$ cat src/rtl/rng_pair_server_if.sv
// rtl/rng_pair_server_if.sv - PRNG word stream in, paired rng_1/rng_2 burst out
interface rng_pair_server_if #(
  parameter int DEPTH = 8
);
  localparam int LW = $clog2(DEPTH) + 1;

  logic          in_valid;
  logic [63:0]   in_data;
  logic          in_ready;
  logic          req;
  logic          busy;
  logic          rng_1_valid;
  logic          rng_2_valid;
  logic [63:0]   rng_1;
  logic [63:0]   rng_2;
  logic          burst_done;
  logic [LW-1:0] level;

  modport master (
    output in_valid, in_data, req,
    input  in_ready, busy, rng_1_valid, rng_2_valid, rng_1, rng_2, burst_done, level
  );

  modport slave (
    input  in_valid, in_data, req,
    output in_ready, busy, rng_1_valid, rng_2_valid, rng_1, rng_2, burst_done, level
  );
endinterface

$ cat src/rtl/rng_pair_server.sv
// rtl/rng_pair_server.sv - FIFO of PRNG words served as gap-free alternating rng_1/rng_2 bursts
module rng_pair_server #(
  parameter int LOGN      = 9,
  parameter int DEPTH     = 8,
  parameter int BYTE_SWAP = 1
) (
  input logic              clk,
  input logic              rst_n,
  rng_pair_server_if.slave bus
);
  localparam int W  = 2 * (1 << (10 - LOGN));
  localparam int IW = $clog2(W) + 1;
  localparam int AW = $clog2(DEPTH);
  localparam int CW = AW + 1;
  localparam logic [CW-1:0] W_C     = CW'(W);
  localparam logic [CW-1:0] DEPTH_C = CW'(DEPTH);
  localparam logic [IW-1:0] LAST_C  = IW'(W - 1);

  typedef enum logic [1:0] {S_IDLE, S_WAIT, S_BURST} state_t;

  state_t          state_q, state_d;
  logic [AW-1:0]   wr_ptr_q, rd_ptr_q;
  logic [CW-1:0]   count_q, count_d;
  logic [IW-1:0]   idx_q, idx_d;
  logic [63:0]     mem_q [DEPTH];
  logic [63:0]     wdata, rdata;
  logic [63:0]     rng_1_q, rng_1_d, rng_2_q, rng_2_d;
  logic            v1_q, v1_d, v2_q, v2_d, done_q, done_d;
  logic            push, pop, enough, start, last;

  always_comb begin
    wdata = bus.in_data;
    if (BYTE_SWAP != 0) begin
      for (int i = 0; i < 8; i++) wdata[8*i +: 8] = bus.in_data[56-8*i +: 8];
    end
  end

  assign bus.in_ready = count_q < DEPTH_C;
  assign push         = bus.in_valid & bus.in_ready;
  assign enough       = count_q >= W_C;
  assign rdata        = mem_q[rd_ptr_q];
  assign last         = idx_q == LAST_C;
  assign start        = ((state_q == S_IDLE) & bus.req & enough) | ((state_q == S_WAIT) & enough);
  assign count_d      = count_q + CW'(push) - CW'(pop);

  always_ff @(posedge clk) begin
    if (!rst_n) state_q <= S_IDLE;
    else        state_q <= state_d;
  end

  always_comb begin
    state_d = state_q;
    case (state_q)
      S_IDLE:  if (bus.req) state_d = enough ? S_BURST : S_WAIT;
      S_WAIT:  if (enough) state_d = S_BURST;
      S_BURST: if (last) state_d = S_IDLE;
      default: state_d = S_IDLE;
    endcase
  end

  // idx_q is the index of the word popped in the current BURST cycle; word 0 leaves on entry.
  always_comb begin
    pop     = 1'b0;
    idx_d   = idx_q;
    v1_d    = 1'b0;
    v2_d    = 1'b0;
    done_d  = 1'b0;
    rng_1_d = rng_1_q;
    rng_2_d = rng_2_q;
    if (start) begin
      pop     = 1'b1;
      idx_d   = IW'(1);
      v1_d    = 1'b1;
      rng_1_d = rdata;
    end else if (state_q == S_BURST) begin
      pop    = 1'b1;
      idx_d  = last ? '0 : idx_q + 1'b1;
      done_d = last;
      if (idx_q[0]) begin
        v2_d    = 1'b1;
        rng_2_d = rdata;
      end else begin
        v1_d    = 1'b1;
        rng_1_d = rdata;
      end
    end
  end

  always_ff @(posedge clk) begin
    if (!rst_n) begin
      wr_ptr_q <= '0;
      rd_ptr_q <= '0;
      count_q  <= '0;
      idx_q    <= '0;
      rng_1_q  <= '0;
      rng_2_q  <= '0;
      v1_q     <= 1'b0;
      v2_q     <= 1'b0;
      done_q   <= 1'b0;
    end else begin
      if (push) wr_ptr_q <= wr_ptr_q + 1'b1;
      if (pop)  rd_ptr_q <= rd_ptr_q + 1'b1;
      count_q <= count_d;
      idx_q   <= idx_d;
      rng_1_q <= rng_1_d;
      rng_2_q <= rng_2_d;
      v1_q    <= v1_d;
      v2_q    <= v2_d;
      done_q  <= done_d;
    end
  end

  always_ff @(posedge clk) begin
    if (push) mem_q[wr_ptr_q] <= wdata;
  end

  // The FSM is already IDLE while the last word is on the outputs; busy still covers that cycle.
  assign bus.busy        = (state_q != S_IDLE) | done_q;
  assign bus.rng_1_valid = v1_q;
  assign bus.rng_2_valid = v2_q;
  assign bus.rng_1       = rng_1_q;
  assign bus.rng_2       = rng_2_q;
  assign bus.burst_done  = done_q;
  assign bus.level       = count_q;
endmodule

$ cat src/flat_wrapper.sv
// flat-port wrapper written by rule: the top's interface ports become plain ports
module rng_pair_server_flat 
#(
  parameter int LOGN      = 9,
  parameter int DEPTH     = 8,
  parameter int BYTE_SWAP = 1
)
  (clk, rst_n, bus_in_valid, bus_in_data, bus_req, bus_in_ready, bus_busy, bus_rng_1_valid, bus_rng_2_valid, bus_rng_1, bus_rng_2, bus_burst_done, bus_level);
  rng_pair_server_if #(.DEPTH(DEPTH)) bus_i ();
  input logic clk;
  input logic rst_n;
  input wire logic [$bits(bus_i.in_valid)-1:0] bus_in_valid;
  input wire logic [$bits(bus_i.in_data)-1:0] bus_in_data;
  input wire logic [$bits(bus_i.req)-1:0] bus_req;
  output wire logic [$bits(bus_i.in_ready)-1:0] bus_in_ready;
  output wire logic [$bits(bus_i.busy)-1:0] bus_busy;
  output wire logic [$bits(bus_i.rng_1_valid)-1:0] bus_rng_1_valid;
  output wire logic [$bits(bus_i.rng_2_valid)-1:0] bus_rng_2_valid;
  output wire logic [$bits(bus_i.rng_1)-1:0] bus_rng_1;
  output wire logic [$bits(bus_i.rng_2)-1:0] bus_rng_2;
  output wire logic [$bits(bus_i.burst_done)-1:0] bus_burst_done;
  output wire logic [$bits(bus_i.level)-1:0] bus_level;
  assign bus_i.in_valid = bus_in_valid;
  assign bus_i.in_data = bus_in_data;
  assign bus_i.req = bus_req;
  assign bus_in_ready = bus_i.in_ready;
  assign bus_busy = bus_i.busy;
  assign bus_rng_1_valid = bus_i.rng_1_valid;
  assign bus_rng_2_valid = bus_i.rng_2_valid;
  assign bus_rng_1 = bus_i.rng_1;
  assign bus_rng_2 = bus_i.rng_2;
  assign bus_burst_done = bus_i.burst_done;
  assign bus_level = bus_i.level;
  rng_pair_server #(.LOGN(LOGN), .DEPTH(DEPTH), .BYTE_SWAP(BYTE_SWAP)) u_core (.clk(clk), .rst_n(rst_n), .bus(bus_i));
endmodule
$ cat config.mk
export PLATFORM = sky130hd
export DESIGN_NAME = rng_pair_server_flat
export DESIGN_NICKNAME = d
export VERILOG_FILES = /design/src/rtl/rng_pair_server_if.sv /design/src/rtl/rng_pair_server.sv /design/src/flat_wrapper.sv
export SDC_FILE = /design/constraint.sdc
export NUM_CORES = 1
export LEC_CHECK = 0
export ABC_CLOCK_PERIOD_IN_PS = 14750
export CAP_MARGIN = 10
export CORE_MARGIN = 5
export CORE_UTILIZATION = 30
export CTS_CLUSTER_DIAMETER = 200
export DETAILED_ROUTE_END_ITERATION = 8
export PLACE_DENSITY = 0.51
export SETUP_SLACK_MARGIN = 0.1
export SYNTH_ARGS = -nofsm -noshare
export SYNTH_HDL_FRONTEND = slang
export SYNTH_SLANG_ARGS = --single-unit
$ cat constraint.sdc
create_clock -name clk -period 14.75 [get_ports clk]
set_clock_uncertainty 0.05 [all_clocks]
set_input_delay 2.95 -clock clk [delete_from_list [all_inputs] [get_ports clk]]
set_output_delay 2.95 -clock clk [all_outputs]
set_load 0.02 [all_outputs]
==> results of run 1 <==
[final timing paths]
path,cells past startpoint,endpoint,slack [ns]
worst max-delay path,5,u_core.mem_q[3][29]$_DFFE_PP_,9.25
worst min-delay path,1,u_core.bus.burst_done$_SDFF_PP0_,0.37
worst max register to register,5,u_core.bus.rng_1[52]$_SDFFE_PN0P_,11.09
worst min register to register,1,u_core.bus.burst_done$_SDFF_PP0_,0.37
[registers in the layout, indices dropped and copies added (netlist names), named ones only]
name,flops
u_core.mem_q,512
u_core.rd_ptr_q,3
u_core.bus.rng_2,64
u_core.bus.rng_2_valid,1
u_core.bus.rng_1,64
u_core.bus.burst_done,1
u_core.idx_q,3
u_core.wr_ptr_q,3
u_core.state_q,2
u_core.bus.level,4
u_core.bus.rng_1_valid,1
[routing by layer]
| layer | vias to the layer above | routed length, µm |
|---|---|---|
| li1 | 5266 | - |
| met1 | 5994 | 23280 |
| met2 | 224 | 27690 |
| met3 | 90 | 2866 |
| met4 | 10 | 1123 |
| met5 | - | 64 |
[cell usage after synthesis]
| library cell | number | area, µm² |
|---|---|---|
| nand3_1 | 1 | 5.000 |
| buf_4 | 5 | 37.54 |
| inv_1 | 11 | 41.29 |
| a21o_1 | 1 | 7.510 |
| nor4_1 | 1 | 6.260 |
| nand2_1 | 69 | 259.0 |
| mux2_2 | 2 | 22.52 |
| o21ai_0 | 14 | 70.07 |
| mux2i_1 | 66 | 660.6 |
| buf_2 | 21 | 105.1 |
| mux4_2 | 128 | 2883 |
| o21a_1 | 2 | 15.01 |
| fa_1 | 1 | 20.02 |
| o21ai_2 | 1 | 8.760 |
| o2bb2ai_1 | 63 | 551.8 |
| buf_6 | 9 | 101.4 |
| a21oi_1 | 2 | 10.01 |
| a21boi_0 | 1 | 7.510 |
| a22o_1 | 2 | 17.52 |
| clkbuf_1 | 25 | 93.84 |
| nand2b_1 | 5 | 31.28 |
| xnor2_1 | 2 | 17.52 |
| edfxtp_1 | 512 | 15370 |
| nor2_2 | 1 | 6.260 |
| ha_1 | 8 | 100.1 |
| xor2_1 | 3 | 26.28 |
| a211oi_1 | 1 | 7.510 |
| and2_1 | 7 | 43.79 |
| dfxtp_1 | 149 | 2983 |
| a22oi_1 | 1 | 7.510 |
| nor2_1 | 10 | 37.54 |
| o21ai_1 | 51 | 255.2 |
| o21bai_2 | 1 | 11.26 |
| buf_1 | 3 | 11.26 |
| nor2b_1 | 5 | 31.28 |
| nor3_1 | 2 | 10.01 |
| or3_1 | 1 | 6.260 |
[through the flow]
| stage | cell area (µm²) | setup slack (ns) | util [%] | cells |
|---|---|---|---|---|
| after floorplan | 23880 | 6.352 | - | 1187 |
| after global placement | 27140 | 8.592 | 34.36 | 2398 |
| after detailed placement | 27140 | 8.542 | 34.36 | 2398 |
| after CTS | 29600 | 9.200 | 37.47 | 2535 |
| after global routing | 29610 | 9.040 | 37.48 | 2536 |
| final | 29610 | 9.248 | 37.48 | 2538 |
[cells by family after synthesis]
family                   after synthesis  share of synthesized area [%]
multiplexers                         196                          14.93
flip-flops                           661                          76.86
buffers and inverters                 74                          1.634
XOR/XNOR                               5                         0.1834
AND/OR/NAND/NOR                      102                          1.828
adder cells (fa/ha/maj)                9                         0.5029
AO/OA/AOI/OAI                        140                          4.060
[cell type report]
type,instances,area [µm²],share of cell area (%)
antenna,3,7.507,0.02535
clock buffer,103,2155,7.276
clock inverter,34,306.5,1.035
inverter,11,41.29,0.1394
multi-input combinational,452,5228,17.65
sequential,661,18370,62.03
tap,1050,1314,4.437
timing repair buffer,224,2192,7.403
[power breakdown]
group | internal, W | switching [W]
logic | 0.000505 | 0.000587
clock network | 0.00110 | 0.000736
registers | 0.00218 | 0.000107
[critical path: cells and delay by family]
| family | cells | cell delay [ns] |
|---|---|---|
| buf+inv | 2 | 1.20 |
| simple gates | 3 | 1.51 |
==> impl.org, run 1 <==
** Worst setup path
- Critical Path Max Stage Delay :: between 0.7 and 0.8 ns
- The worst setup path is launched from an input port.
- Maximum fanout along the worst path :: 45
- Category of the critical setup timing path :: in -> reg
- Cell Chain, Critical Path :: clkdlybuf4s50_1 > nor2b_1 > nand2b_1 > nor2_4 > buf_4
- Worst setup path start :: bus_in_valid
- Endpoint arrival time on the critical path :: around 5.7 ns
- STA puts the critical path data required time at about 15 ns.
- Slowest-stage cell, CP :: buf_4
- STA classifies the critical path endpoint as a flop.

** Logic synthesis
- The Yosys step of the flow raised 0 warnings.
- Distinct cell type count after synthesis :: 37
- Register bit total from synthesis :: between 600 and 700
- Cell area after synthesis :: around 24000 µm²
- The cell count after synthesis came out at 1187.
- Sequential area share after synthesis :: between 70% and 80%
- Each instance of the synthesized netlist takes up on average 20.12 µm².
- Syn Nets :: around 1.3k

** CTS
- The H-tree generated during clock tree synthesis spans 3 levels.
- The clock drives 661 sinks.
- In this run, post-CTS repair resized a total of 0 instances.
- Source-to-sink clock delay at the later pin of the worst-skew pair :: around 0.61 ns
- Buffers added to address setup during post-CTS repair amount to 0.
- The tree is rooted in a clkbuf_16.
- The number of clock buffers added by TritonCTS is 74.
- Maximum clock insertion buffer count :: 3
- TritonCTS built the clock tree.
- Clock transition at the register clock pins on the worst setup and hold paths after CTS :: roughly 0.060 ns
- After clock tree synthesis, the flow added hold-fix buffers numbering 0.

** Pwr
- The design draws between 0.005 and 0.006 W.
- Total power divided by cell area :: roughly 180 nW/µm²
- Worst-case vdd ir drop :: 0.08736 mV
- For this design the static power due to leakage is 9.215 nW.

** Timing
- The worst pin sits at a relative slew slack of 22.42%.
- For the pin with the worst max-slew slack, the measured transition is 1.161 ns.
- Final Max Slew Viols :: 0
- After layout, the worst path uses 37.30% of the clock period.
- Final hold violations :: 0
- Setup repair after global routing left no endpoint under its margin.
- Setup violators final :: 0
- Hold timing on the final database bottoms out at a slack of roughly 0.37 ns.
- In the final timing run, aggregate negative setup slack is 0 ns.
- Static timing analysis puts the maximum clock frequency at around 180 MHz.
- Minimum clock period after layout :: 5.502 ns

** Drt
- The routed layout has roughly 12k vias.
- DRT Pass-1 Iters :: 5
- Drt initial violations :: roughly 650
- DR DRC count :: 0
- The final layout contains routed wiring with a total length of ~55000 µm.
- Once detail routing completed, the nets flagged for antenna violations numbered 0.
- Per-cell routed wire length :: 21.68 µm
- Via density per instance :: around 4.6

** GRT
- Routing usage on met3 :: 3.620%
- Remaining global-route overflow :: 0
- Initial antenna violation count :: 9
- After global routing, the most crowded layer is met2.
- Via count of the first global-routing pass :: between 10k and 15k
- Global routing used 21.98% of the available met2 tracks.
- GRT Resource Usage Total :: between 10% and 20%
- The first global-routing pass estimated between 80000 and 90000 µm of wire.
- For met1 alone, demand over resource in global routing was between 10% and 20%.
- Entering global routing, the biggest net connects 65 pins.

** Place
- Routability Congestion :: around 0.7
- Half-perimeter wire length after detailed placement :: around 33000 µm
- Port bufs :: 204

** Floorplan
- Total Die Area :: between 80000 and 90000 µm²
- Starting utilization of the core area :: 30.23%
- The floorplan step set the die height to around 300 µm.
- just over 200 I/O pins were placed.
- The floorplan step defined a core boundary enclosing around 79000 µm².
- The initialized floorplan defines ~100 standard-cell rows.
- Horizontal die dimension :: 292.2 µm

** Final layout
- The area growth from synthesis to layout is 23.98%.
- Top library cells by usage in the layout, fill and taps aside :: 512 x edfxtp_1, 204 x clkdlybuf4s50_1, 146 x dfxtp_1
- Fraction of final layout cells sized beyond drive strength 1 :: between 10% and 20%
- The library cell used most frequently in the layout, excluding fill and tap cells, is edfxtp_1.
- After filler insertion, the fill cell instance count of the layout stands at a little over 7k.
- Number of nets in the finished design :: 1501

** Hold path
- The tightest min-delay check is of the reg -> reg type.
- In this run the most critical hold path is launched from u_core.idx_q[2]$_SDFFE_PP0N_.

** Status
- Run status :: finished clean

** Job
- Number of maximum-capacitance constraint violations :: 0
Note: power is estimated with default switching activity, not from simulation.
==> run 2, diff against run 1 <==
--- a/config.mk
+++ b/config.mk
@@ -5,13 +5,13 @@
 export SDC_FILE = /design/constraint.sdc
 export NUM_CORES = 1
 export LEC_CHECK = 0
-export ABC_CLOCK_PERIOD_IN_PS = 14750
+export ABC_CLOCK_PERIOD_IN_PS = 4600
 export CAP_MARGIN = 10
 export CORE_MARGIN = 5
 export CORE_UTILIZATION = 30
 export CTS_CLUSTER_DIAMETER = 200
 export DETAILED_ROUTE_END_ITERATION = 8
-export PLACE_DENSITY = 0.51
+export PLACE_DENSITY = 0.53
 export SETUP_SLACK_MARGIN = 0.1
 export SYNTH_ARGS = -nofsm -noshare
 export SYNTH_HDL_FRONTEND = slang
==> constraint.sdc (replaced) <==
create_clock -name clk -period 4.6 [get_ports clk]
set_clock_uncertainty 0.05 [all_clocks]
set_input_delay 0.92 -clock clk [delete_from_list [all_inputs] [get_ports clk]]
set_output_delay 0.92 -clock clk [all_outputs]
set_load 0.02 [all_outputs]
==> run 2 against run 1 <==
Critical path depth shrank 3. Sequential power grew to 3.2 times the previous value. Design area grew 0.40%. First-iteration DRC count up 32%. Largest power group unchanged. Clock-buffer cell count is 4 lower. Register-to-register slack worse by 9.0 ns. Power rose to 3.2 times the previous value. Highest routed layer unchanged. Utilization is 0.15 points higher. Cell count increased by 0.20%. Via count is 1.1% higher. Critical endpoint is now bus_busy. Setup slack lost 7.4 ns.
==> impl.org, run 2 (synthesis gave the netlist of run 1 again) <==
** Timing
- Final Max Slew Viols :: 0
- Peak Freq :: 358.2 MHz
- Subtracting the final worst setup slack from the clock period gives about 2.8 ns.
- The final count of hold timing violations was 0.
- For the pin with the worst max-slew slack, the measured transition is between 1 and 1.5 ns.
- Setup violations remaining at the end of the flow were counted as 0.
- Hold Worst Slack :: roughly 0.37 ns
- In this run the tightest slew margin relative to its limit is 33.19%.
- Fin crit share :: 60.69%
- Unrepaired setup endpoints after global routing :: no

** GRT
- First-pass GRT wire length :: between 80000 and 90000 µm
- Global-route met2 utilization :: a little under a quarter
- Routing usage on met3 :: under 10%
- Entering global routing, the biggest net connects 65 pins.
- Initial antenna violation count :: 8
- The total overflow left after global routing is 0.
- Via count of the first global-routing pass :: around 13k
- In this run the most used layer during global routing was met2.
- Routing usage on met1 :: between 10% and 20%
- GRT Resource Usage Total :: 12.74%

** Floorplan
- The floorplan has approximately 100 rows.
- Height of the die :: just under 300 µm
- Starting utilization of the core area :: a little under a third
- I/O Pins :: 205
- Horizontal die dimension :: ~300 µm
- The core region is a little under 80000 µm².
- Total Die Area :: between 80000 and 90000 µm²

** Final layout
- Leading cell type in the layout, fill and taps excluded :: edfxtp_1
- Number of nets in the finished design :: around 1.5k
- The register with the most flip-flops in the layout has between 500 and 600 of them.
- Register bank with the most flops :: u_core.mem_q
- Fraction of final layout cells sized beyond drive strength 1 :: around a fifth
- Relative area change from synthesis to final layout :: 24.47%
- Top library cells by usage in the layout, fill and taps aside :: 512 x edfxtp_1, 204 x clkdlybuf4s50_1, 146 x dfxtp_1

** CTS
- The later pin in the worst-skew pair is clocked with a latency of about 0.61 ns.
- Number of buffers added to fix hold violations after cts :: 0
- Clock transition at the register clock pins on the worst setup and hold paths after CTS :: ~0.060 ns
- Post-CTS repair changed the size of 0 cells.
- CTS root buffer :: clkbuf_16
- Clock tree synthesis found a total of 661 sinks.
- The clock passes through at most 3 buffers.
- TritonCTS clock tree :: yes
- Buffers inserted during clock tree synthesis total between 70 and 80.
- CTS built an H-tree with a depth of 3.
- Post-CTS repair timing setup buffer count :: 0

** Drt
- For this block, the via count after detailed routing is around 12k.
- For this block, the initial DRC count from the detailed router was 852.
- Dividing the detail-routed via count by the number of cells gives 4.604.
- For this run, the detailed router's first-pass iteration total came to 5.
- Antenna violation net count after detailed routing :: 0
- DR DRC count :: 0
- In the final routed layout, each cell accounts on average for 21.63 µm.
- Routed Wire Length :: roughly 55000 µm

** Worst setup path
- Slowest-stage cell, CP :: clkdlybuf4s50_1
- Critical path launch point type :: flop
- Along the worst path, the maximum fanout reaches 4.
- The critical path goes through or3_1 > clkdlybuf4s50_1.
- In this design, the stage delay of the slowest critical-path cell is around 0.55 ns.
- Required @ worst endpoint :: 3.63 ns
- The worst setup path is captured at an output pin.
- Category of the critical setup timing path :: reg -> out
- STA puts the critical path data arrival time at between 1.5 and 2 ns.

** Pwr
- Per report_power, the combinational group accounts for a little over a fifth of the total.
- Of the total power, the share spent switching nets is between 20% and 30%.
- The completed layout was analyzed and its total power is around 0.016 W.
- Worst-case vdd ir drop :: ~0.36 mV
- Sequential cells account for 44.7% of the total power.
- For this design the total switching power over the nets is 0.004472 W.
- Dividing total power by cell area gives a power density of between 500 and 600 nW/µm².
- The clock network is responsible for ~34% of the overall power.
- Leakage power summed over all cells :: slightly above 9 nW
- Internal Pwr Total :: 0.01202 W

** Place
- At the end of routability-driven placement, the weighted congestion stood at ~0.67.
- Summed over all nets, the half-perimeter wirelength after detailed placement is roughly 33000 µm.
- The count of buffers added on input and output ports is between 200 and 250.

** Job
- Number of maximum-capacitance constraint violations :: 0

** Hold path
- Classification of the worst-slack hold path :: reg -> reg

** Status
- Run status :: finished clean
run 2: cell types whose count changed in the layout (fill, tap and decap cells not counted), sizes merged:
cell	change
bufinv	+1
diode	-1
buf	+14
clkinv	-2
inv	-3
clkbuf	-4
run 2: stage by stage:
| step | setup TNS, ns | setup slack, ns | instance area (µm²) | instances | utilization (%) |
|---|---|---|---|---|---|
| after floorplan | -18.37 | -0.05144 | 23890 | 1187 | - |
| final | 0 | 1.808 | 29730 | 2543 | 37.63 |
| after detailed placement | 0 | 1.289 | 27420 | 2412 | 34.71 |
| after global routing | 0 | 1.695 | 29730 | 2542 | 37.63 |
| after CTS | 0 | 1.739 | 29720 | 2541 | 37.63 |
| after global placement | 0 | 1.350 | 27420 | 2412 | 34.71 |
run 2: area by class of cell:
type / instances / area [µm²]
fill: 7213 / 49270
sequential: 661 / 18370
multi-input combinational: 452 / 5240
timing repair buffer: 238 / 2460
clock buffer: 99 / 2009
tap: 1050 / 1314
clock inverter: 30 / 291.5
inverter: 11 / 41.29
antenna: 2 / 5.005
run 2: power groups by stage:
stage / Combinational, W / Sequential [W] / Clock (W)
final: 0.00352 / 0.00738 / 0.00560
after detailed placement: 0.00362 / 0.00752 / 0
after global routing: 0.00380 / 0.00745 / 0.00602
after global placement: 0.00360 / 0.00750 / 0
after CTS: 0.00364 / 0.00740 / 0.00578
after floorplan: 0.00202 / 0.00766 / 0
run 2: worst paths after layout:
kind	start	to	slack [ns]	cells after the start
worst min register to register	u_core.idx_q[2]$_SDFFE_PP0N_	u_core.bus.burst_done$_SDFF_PP0_	0.37	1
worst max register to register	flop	u_core.bus.rng_2[10]$_SDFFE_PN0P_	2.08	4
worst min-delay path	u_core.idx_q[2]$_SDFFE_PP0N_	u_core.bus.burst_done$_SDFF_PP0_	0.37	1
worst max-delay path	u_core.state_q[0]$_SDFFE_PN0P_	bus_busy	1.81	2
run 2: critical path: cells and delay by family, from the launching register on:
| kind | cells | cell delay [ns] |
|---|---|---|
| simple gates | 1 | 0.36 |
| flops | 1 | 0.33 |
| buf+inv | 1 | 0.55 |
run 2: metal layers:
layer  routed length, µm  part of all wire, %  up-vias
met5                  56                 0.10        -
met4                1027                  1.9       10
met3                2570                  4.7       71
met2               28960                   53      239
met1               22390                   41     6102
li1                    -                    -     5286
